--- src/rtl/plic_gateway.sv ---
// Per-source interrupt gateway in front of the PLIC core: synchronizes raw
// lines and keeps at most one outstanding request per source until completion.
module plic_gateway #(
  parameter int NSOURCES    = 32,
  parameter int SYNC_STAGES = 2,
  parameter int CNT_WIDTH   = 4,
  localparam int IDW        = $clog2(NSOURCES)
) (
  input  logic                clk_i,
  input  logic                rst_i,
  input  logic [NSOURCES-1:0] irq_raw_i,
  input  logic [NSOURCES-1:0] edge_mode_i,
  input  logic [NSOURCES-1:0] gate_en_i,
  output logic [NSOURCES-1:0] req_o,
  output logic [NSOURCES-1:0] in_service_o,
  input  logic                claim_valid_i,
  input  logic [IDW-1:0]      claim_id_i,
  input  logic                complete_valid_i,
  input  logic [IDW-1:0]      complete_id_i,
  output logic [NSOURCES-1:0] overflow_o,
  input  logic                overflow_clr_i
);

  typedef enum logic [1:0] {
    ST_IDLE  = 2'd0,
    ST_REQ   = 2'd1,
    ST_INSVC = 2'd2
  } state_e;

  localparam logic [CNT_WIDTH-1:0] CNT_MAX = '1;

  logic [NSOURCES-1:0]  sync_q [SYNC_STAGES];
  logic [NSOURCES-1:0]  s_prev_q;
  logic [NSOURCES-1:0]  s;
  logic [NSOURCES-1:0]  rise;

  state_e               state_q [NSOURCES];
  state_e               state_d [NSOURCES];
  logic [CNT_WIDTH-1:0] cnt_q   [NSOURCES];
  logic [CNT_WIDTH-1:0] cnt_d   [NSOURCES];

  logic [NSOURCES-1:0]  ovf_q, ovf_d;
  logic [NSOURCES-1:0]  req_q, req_d;
  logic [NSOURCES-1:0]  insvc_q, insvc_d;

  logic [NSOURCES-1:0]  inc;
  logic [NSOURCES-1:0]  dec;
  logic [NSOURCES-1:0]  cred;

  assign s    = sync_q[SYNC_STAGES-1];
  assign rise = s & ~s_prev_q;

  always_comb begin
    state_d = state_q;
    cnt_d   = cnt_q;
    ovf_d   = ovf_q & ~{NSOURCES{overflow_clr_i}};
    inc     = edge_mode_i & gate_en_i & rise;
    dec     = '0;
    cred    = '0;
    req_d   = '0;
    insvc_d = '0;

    for (int i = 0; i < NSOURCES; i++) begin
      case (state_q[i])
        ST_IDLE: begin
          if (gate_en_i[i] &&
              (edge_mode_i[i] ? (cnt_q[i] != '0) : s[i])) begin
            state_d[i] = ST_REQ;
            dec[i]     = edge_mode_i[i];
          end
        end
        ST_REQ: begin
          // A claim already seen by the core wins over a same-cycle disable.
          if (claim_valid_i && claim_id_i == IDW'(i)) begin
            state_d[i] = ST_INSVC;
          end else if (!gate_en_i[i]) begin
            state_d[i] = ST_IDLE;
            cred[i]    = edge_mode_i[i];
          end
        end
        ST_INSVC: begin
          if (complete_valid_i && complete_id_i == IDW'(i)) begin
            state_d[i] = ST_IDLE;
          end
        end
        default: state_d[i] = ST_IDLE;
      endcase

      if (!edge_mode_i[i]) begin
        cnt_d[i] = '0;
      end else if ((inc[i] || cred[i]) && !dec[i]) begin
        if (cnt_q[i] != CNT_MAX) begin
          cnt_d[i] = cnt_q[i] + 1'b1;
        end else if (inc[i]) begin
          ovf_d[i] = 1'b1;
        end
      end else if (dec[i] && !(inc[i] || cred[i])) begin
        cnt_d[i] = cnt_q[i] - 1'b1;
      end
    end

    state_d[0] = ST_IDLE;
    cnt_d[0]   = '0;
    ovf_d[0]   = 1'b0;

    for (int i = 0; i < NSOURCES; i++) begin
      req_d[i]   = (state_d[i] == ST_REQ);
      insvc_d[i] = (state_d[i] == ST_INSVC);
    end
  end

  always_ff @(posedge clk_i) begin
    if (rst_i) begin
      for (int k = 0; k < SYNC_STAGES; k++) begin
        sync_q[k] <= '0;
      end
      for (int i = 0; i < NSOURCES; i++) begin
        state_q[i] <= ST_IDLE;
        cnt_q[i]   <= '0;
      end
      s_prev_q <= '0;
      ovf_q    <= '0;
      req_q    <= '0;
      insvc_q  <= '0;
    end else begin
      sync_q[0] <= irq_raw_i;
      for (int k = 1; k < SYNC_STAGES; k++) begin
        sync_q[k] <= sync_q[k-1];
      end
      s_prev_q <= s;
      state_q  <= state_d;
      cnt_q    <= cnt_d;
      ovf_q    <= ovf_d;
      req_q    <= req_d;
      insvc_q  <= insvc_d;
    end
  end

  assign req_o        = req_q;
  assign in_service_o = insvc_q;
  assign overflow_o   = ovf_q;

endmodule

--- config.mk ---
export PLATFORM = sky130hd
export DESIGN_NAME = plic_gateway
export DESIGN_NICKNAME = d
export VERILOG_FILES = /design/src/rtl/plic_gateway.sv
export SDC_FILE = /design/constraint.sdc
export NUM_CORES = 1
export LEC_CHECK = 0
export ABC_AREA = 1
export CAP_MARGIN = 20
export CELL_PAD_IN_SITES_DETAIL_PLACEMENT = 1
export CELL_PAD_IN_SITES_GLOBAL_PLACEMENT = 1
export CORE_ASPECT_RATIO = 1.1
export CORE_UTILIZATION = 40
export CTS_CLUSTER_SIZE = 8
export DETAILED_ROUTE_END_ITERATION = 12
export GPL_ROUTABILITY_DRIVEN = 0
export PLACE_DENSITY_LB_ADDON = 0.08
export SLEW_MARGIN = 20
export SYNTH_ARGS = -nofsm -noshare
export SYNTH_HDL_FRONTEND = slang
export SYNTH_SLANG_ARGS = --single-unit
--- constraint.sdc ---
create_clock -name clk_i -period 4.9 [get_ports clk_i]
set_input_delay 0.49 -clock clk_i [delete_from_list [all_inputs] [get_ports clk_i]]
set_output_delay 0.49 -clock clk_i [all_outputs]
set_load 0.02 [all_outputs]
Word-level counts from Yosys, hierarchy flattened. Memories as Yosys holds them, arrays and structs flattened. Cells that the tools add are included.

Logic and storage cells: 1385. Flip-flop bits (word level): 314. Memories kept: 1. Bits in writable memories: 64. Input port bits: 111.

Memory list: sync_q (depth 2, bits a word 32, read ports 2, clocked after memory_dff 0, write ports 2, line 32) `logic [NSOURCES-1:0] sync_q [SYNC_STAGES];`.

Bitwise logic cells: 39. Multiplexer cells: 563. Equal/unequal tests: 248. $add $sub $neg: 62. Reduce and logical (&&, ||, !) cells: 403.

Operators by type and width (number): two-way mux 4 bit (93); two-way mux 1 bit (313); two-way mux 2 bit (124); one-hot mux 2 bit (3 select lines) (31); == test 5 bit (second input constant) (32); logical AND 1 bit (155); bitwise AND 32 bit (4); adder 4 x 1 -> 4 bit (second input constant) (31); == test 2 x 1 -> 1 bit (second input constant) (62); == test 2 bit (second input constant) (62); inequality test 4 bit (second input constant) (31); nonzero test 4 bit (31); subtractor 4 x 1 -> 4 bit (second input constant) (31); == test 5 x 4 -> 1 bit (second input constant) (16); two-way mux 32 bit (2); inverter 32 bit (2); zero test 1 bit (62); zero test 2 bit (31); inequality test 2 x 1 -> 1 bit (second input constant) (31); AND reduction 2 bit (31); nonzero test 2 bit (31); OR reduction 2 bit (31); == test 5 x 3 -> 1 bit (second input constant) (8); logical OR 1 bit (31); other kinds (4) (39).

Longest topological paths before layout.
Word-level depth: 9. Mapped depth: 16. Depth with buffers taken out: 15.

Least setup slack after synthesis. OpenSTA, ideal clock, no wires.

Kind: input port to flip-flop. From: input port claim_id_i[3]. To: register cnt_q[123] (netlist name). Data arrival time: 2075 ps. Stages on the path: 14. Buffers on the path: 1. Setup slack: 2712 ps. Setup time: 113 ps. Cells stage by stage: nor2_2 > buf_4 > nand3_1 > nand2_1 > nand2_1 > nand2_1 > ha_1 > a21o_1 > a21oi_1 > nand3_1 > nand2_1 > nor2_1 > nor2_1 > nor2_1.

Word-level cells in the longest chain between the ends: 9. Elaborated cells between the ends (all ways): 12. Those cells by class: 2 x eq/ne; 3 x mux; 7 x reduce/logical.

Ends and longest elaborated chain: from (decl) (line 17) `input logic [IDW-1:0] claim_id_i,`; == test 5 x 1 -> 1 bit (*) (line 74) `if (claim_valid_i && claim_id_i == IDW'(i)) begin`; logical AND 1 bit (*) (line 74); two-way mux 1 bit (*) (line 74); two-way mux 1 bit (*) (line 64) `case (state_q[i])`; logical OR 1 bit (*) (line 91, 97); zero test 1 bit (line 97) `end else if (dec[i] && !(inc[i] || cred[i])) begin`; logical AND 1 bit (line 97); nonzero test 2 bit (no line); AND reduction 2 bit (no line); to (signal assigned) (line 132) `cnt_q <= cnt_d;`; to (decl) (line 39) `logic [CNT_WIDTH-1:0] cnt_q [NSOURCES];`.

Every way passes the cells marked *; elsewhere a longest branch is shown, timed or not. A chain may end at the register's enable or synchronous reset.

Worst setup path after layout.
From: input port claim_id_i[0]. To: register cnt_q[63] (netlist name).

Word-level cells in the longest chain between the ends: 9. Elaborated cells between the ends (all ways): 12. Those cells by class: 2 x eq/ne; 3 x mux; 7 x reduce/logical.

Ends and longest elaborated chain (line): == test 5 bit (*) (74); logical AND 1 bit (*) (74); two-way mux 1 bit (*) (74); two-way mux 1 bit (*) (64); logical OR 1 bit (*) (91, 97); zero test 1 bit (97); logical AND 1 bit (97); nonzero test 2 bit (no line); AND reduction 2 bit (no line).

Marked as above.

==> qor.csv <==
stage,metric,value,unit
power_and_ir_drop,Leak,0.009949,µW
critical_path,crit path cell chain,clkdlybuf4s50_1 > nor2_2 > nand3_1 > nand2_1 > nand2_1 > nand2_1 > ha_1 > a21o_1 > a21oi_1 > inv_1 > nand2_1 > nand2_1 > nor2_1 > nor2_1 > nor2_1,
routing,drt pass-1 iters,5,
floorplanning,Starting Density,40.89,%
power_and_ir_drop,Internal,5323,µW
yosys,Yosys top cell area share,39.62,%
yosys,Post-synth top cells,"nor2_1 (522), nand2_1 (482), inv_1 (406)",
global_routing,gr ovfl total,0,
cts,Clock H-tree levels,2,
critical_path,CP dominant cell by count,nand2_1,
timing,setup TNS,0,ns
timing,RSZ-0062 raised after global routing,no,
routing,initial DRC count,650,
yosys,Synth Area in Compound Gates,10.14,%
cells_and_area,share of layout cells above drive strength 1,3.605,%
critical_path,Setup CP Type,in -> reg,
global_routing,initial antenna violation count,5,
critical_path,Critical-path top delay cell,nor2_2,
global_routing,largest net degree at the start of global routing,115,
critical_path,crit-path max cell delay,0.81,ns
timing,Final min period,3.101,ns
floorplanning,I/O pin total,207,
yosys,leading area contributor after synthesis,dfxtp_1,
floorplanning,Core ar.,45960,µm²
cells_and_area,footprint of the multi-input gates,9545,µm²
cts,post-cts resize count,0,
yosys,Synth Area in Simple Gates,31.66,%
floorplanning,Row Count,82,
timing,achievable frequency,322.5,MHz
yosys,post-synthesis mux area share,0,%
outcome,status,finished clean,
cts,clock sink count,372,
yosys,Synth Area in XOR/XNOR,1.445,%
routing,WL per Instance,15.53,µm
timing,final setup vio count,0,
power_and_ir_drop,VDD IR max,0.2316,mV
timing,Setup WS post-layout,1.799,ns
timing,Final Max Tran Viols,0,
power_and_ir_drop,clock network fraction of total power,44.3,%
global_routing,first-pass GRT wire length,91250,µm
power_and_ir_drop,Comb pwr share,11.4,%
cells_and_area,fin util,49.41,%
timing,Max-slew headroom,33.99,%
global_routing,vias in the first global route,18652,
cells_and_area,Layout Nets,3139,
yosys,number of flops mapped to enable cells by yosys,0,
yosys,Syn Area/Cell,6.905,µm²
timing,clk_skew,0.01910,ns
yosys,Mapped Area,18800,µm²
yosys,Post-synth ARST share,0,%
power_and_ir_drop,sw power,1883,µW
routing,vias post-DR,17934,
critical_path,WP data required,5.43,ns
cts,Clock Latency Late Sink,0.59,ns
yosys,"FF+latch count, synth",372,
timing,worst hold margin,0.3683,ns
floorplanning,die height,229.4,µm
floorplanning,die area,47860,µm²
cells_and_area,P&R area growth vs syn,20.84,%
power_and_ir_drop,Net Sw Frac,26.13,%
cts,CTS hold repair buffers,0,
timing,Slew @ Worst Pin,0.9888,ns
critical_path,Critical Path Fanout Max,14,
routing,via/cell ratio,5.082,
routing,DRC,0,
yosys,largest family of logic cells by synthesized area,simple AND/OR/NAND/NOR gates,
critical_path,WP data arrival,3.63,ns
cts,Clock Root Buffer,clkbuf_16,
critical_path,CP Launch Type,primary input,
job,Max Cap Violations,0,
cts,post-CTS setup buffers,0,
yosys,Synth Flop Type,dfxtp_1,
routing,Final ANT Viol Nets,0,
yosys,"Seq/Total Area, Yosys",39.62,%
critical_path,crit end category,register,
power_and_ir_drop,P per Cell Area,317.3,nW/µm²
global_routing,GRT Total Usage,23.19,%
yosys,Post-Synth Adder-Cell Area,7.429,%
cts,"CTS clk-pin slew, worst paths",0.05,ns
worst_hold_path,worst min path class,in -> reg,
placement,final HPWL from detailed placement,40600,µm
cells_and_area,fillers,5947,
cells_and_area,Reg area,7447,µm²
cts,Clock Path Buffers,3,
cts,CTS Buf Count,52,
timing,final hold viol count,0,
placement,number of I/O port buffers,200,
placement,post-place setup slack,1.224,ns
yosys,largest cells by area after synthesis,"dfxtp_1 (40%), nor2_1 (10%), nand2_1 (9.6%), inv_1 (8.1%), a21oi_1 (6.5%)",
timing,Final Cycle Share,63.28,%
routing,Detailed Route WL,54800,µm
power_and_ir_drop,Seq pwr share,44.3,%
yosys,Synth Warn #,0,
floorplanning,Die Span X,208.7,µm
yosys,Gate Count Post-Synth,2722,
cts,CTS tree,done,
yosys,most frequent cell after synthesis,nor2_1,
yosys,post-synthesis cell type count,27,
[logic make-up after synthesis]
logic type / Yosys count
compound gates: 364
xor+xnor: 31
fa+ha+maj: 93
buf+inv: 465
flops: 372
other cells: 1
simple gates: 1396
[area by class of cell]
| type | count | area share [%] |
|---|---|---|
| Clock inverter | 2 | 0.07713 |
| Antenna cell | 1 | 0.01102 |
| Multi-Input combinational cell | 1887 | 42.03 |
| Sequential cell | 372 | 32.79 |
| Inverter | 417 | 6.892 |
| Clock buffer | 57 | 5.906 |
| Timing Repair Buffer | 205 | 9.057 |
| Tap cell | 588 | 3.239 |
[power by group through the flow]
| stage | Clock (µW) | Combinational (µW) | Sequential (µW) |
|---|---|---|---|
| 2_1_floorplan | 0 | 509 | 3250 |
| 3_5_place_dp | 0 | 823 | 3250 |
| 5_1_grt | 3410 | 932 | 3200 |
| 3_3_place_gp | 0 | 784 | 3250 |
| 4_1_cts | 3300 | 830 | 3190 |
| 6_report | 3190 | 819 | 3200 |
[cells in the final DEF (no fill, tap or decap), types with 53 or more instances in the layout]
| cell | count |
|---|---|
| a21oi_1 | 244 |
| clkbuf_16 | 53 |
| clkdlybuf4s50_1 | 199 |
| dfxtp_1 | 372 |
| ha_1 | 62 |
| inv_1 | 405 |
| nand2_1 | 482 |
| nand3_1 | 229 |
| nand4_1 | 100 |
| nor2_1 | 520 |
| o21ai_0 | 87 |
[worst max-delay path, delay by kind of cell]
| family | cells | cell delay (ns) |
|---|---|---|
| fa+ha+maj | 1 | 0.26 |
| simple gates | 10 | 1.85 |
| compound gates | 2 | 0.40 |
| buf+inv | 2 | 0.62 |
[layer usage]
| metal | share of wire (%) | wire, µm | global-route usage [%] | up-vias |
|---|---|---|---|---|
| li1 | - | - | - | 9100 |
| met1 | 44 | 23950 | 27.14 | 8477 |
| met2 | 50 | 27230 | 42.41 | 252 |
| met3 | 3.7 | 2013 | 3.757 | 97 |
| met4 | 2.8 | 1543 | 8.042 | 8 |
| met5 | 0.099 | 54 | 0 | - |
[registers in the layout (all words and copies together), names as in the netlist]
signal and cells:
s_prev_q 31, sync_q 62, overflow_o 31, cnt_q 124
state_q 62, in_service_o 31, req_o 31
[stage by stage]
step	instances	cell area, µm²	total power [µW]
after floorplan	2724	18800	3760
after global placement	3469	21350	4034
after detailed placement	3469	21350	4077
after CTS	3528	22710	7326
after global routing	3528	22710	7548
final	3529	22710	7206
[final timing paths]
path                               startpoint            end  slack, ns  cells past startpoint
worst max-delay path            claim_id_i[0]      cnt_q[63]       1.80                     15
worst min register to register  sync_q[0][26]  sync_q[0][58]       0.40                      2
worst max register to register    state_q[31]      cnt_q[63]       2.59                     14
worst min-delay path                    rst_i  sync_q[0][39]       0.37                      2
Power figures use the tool's default switching activity.
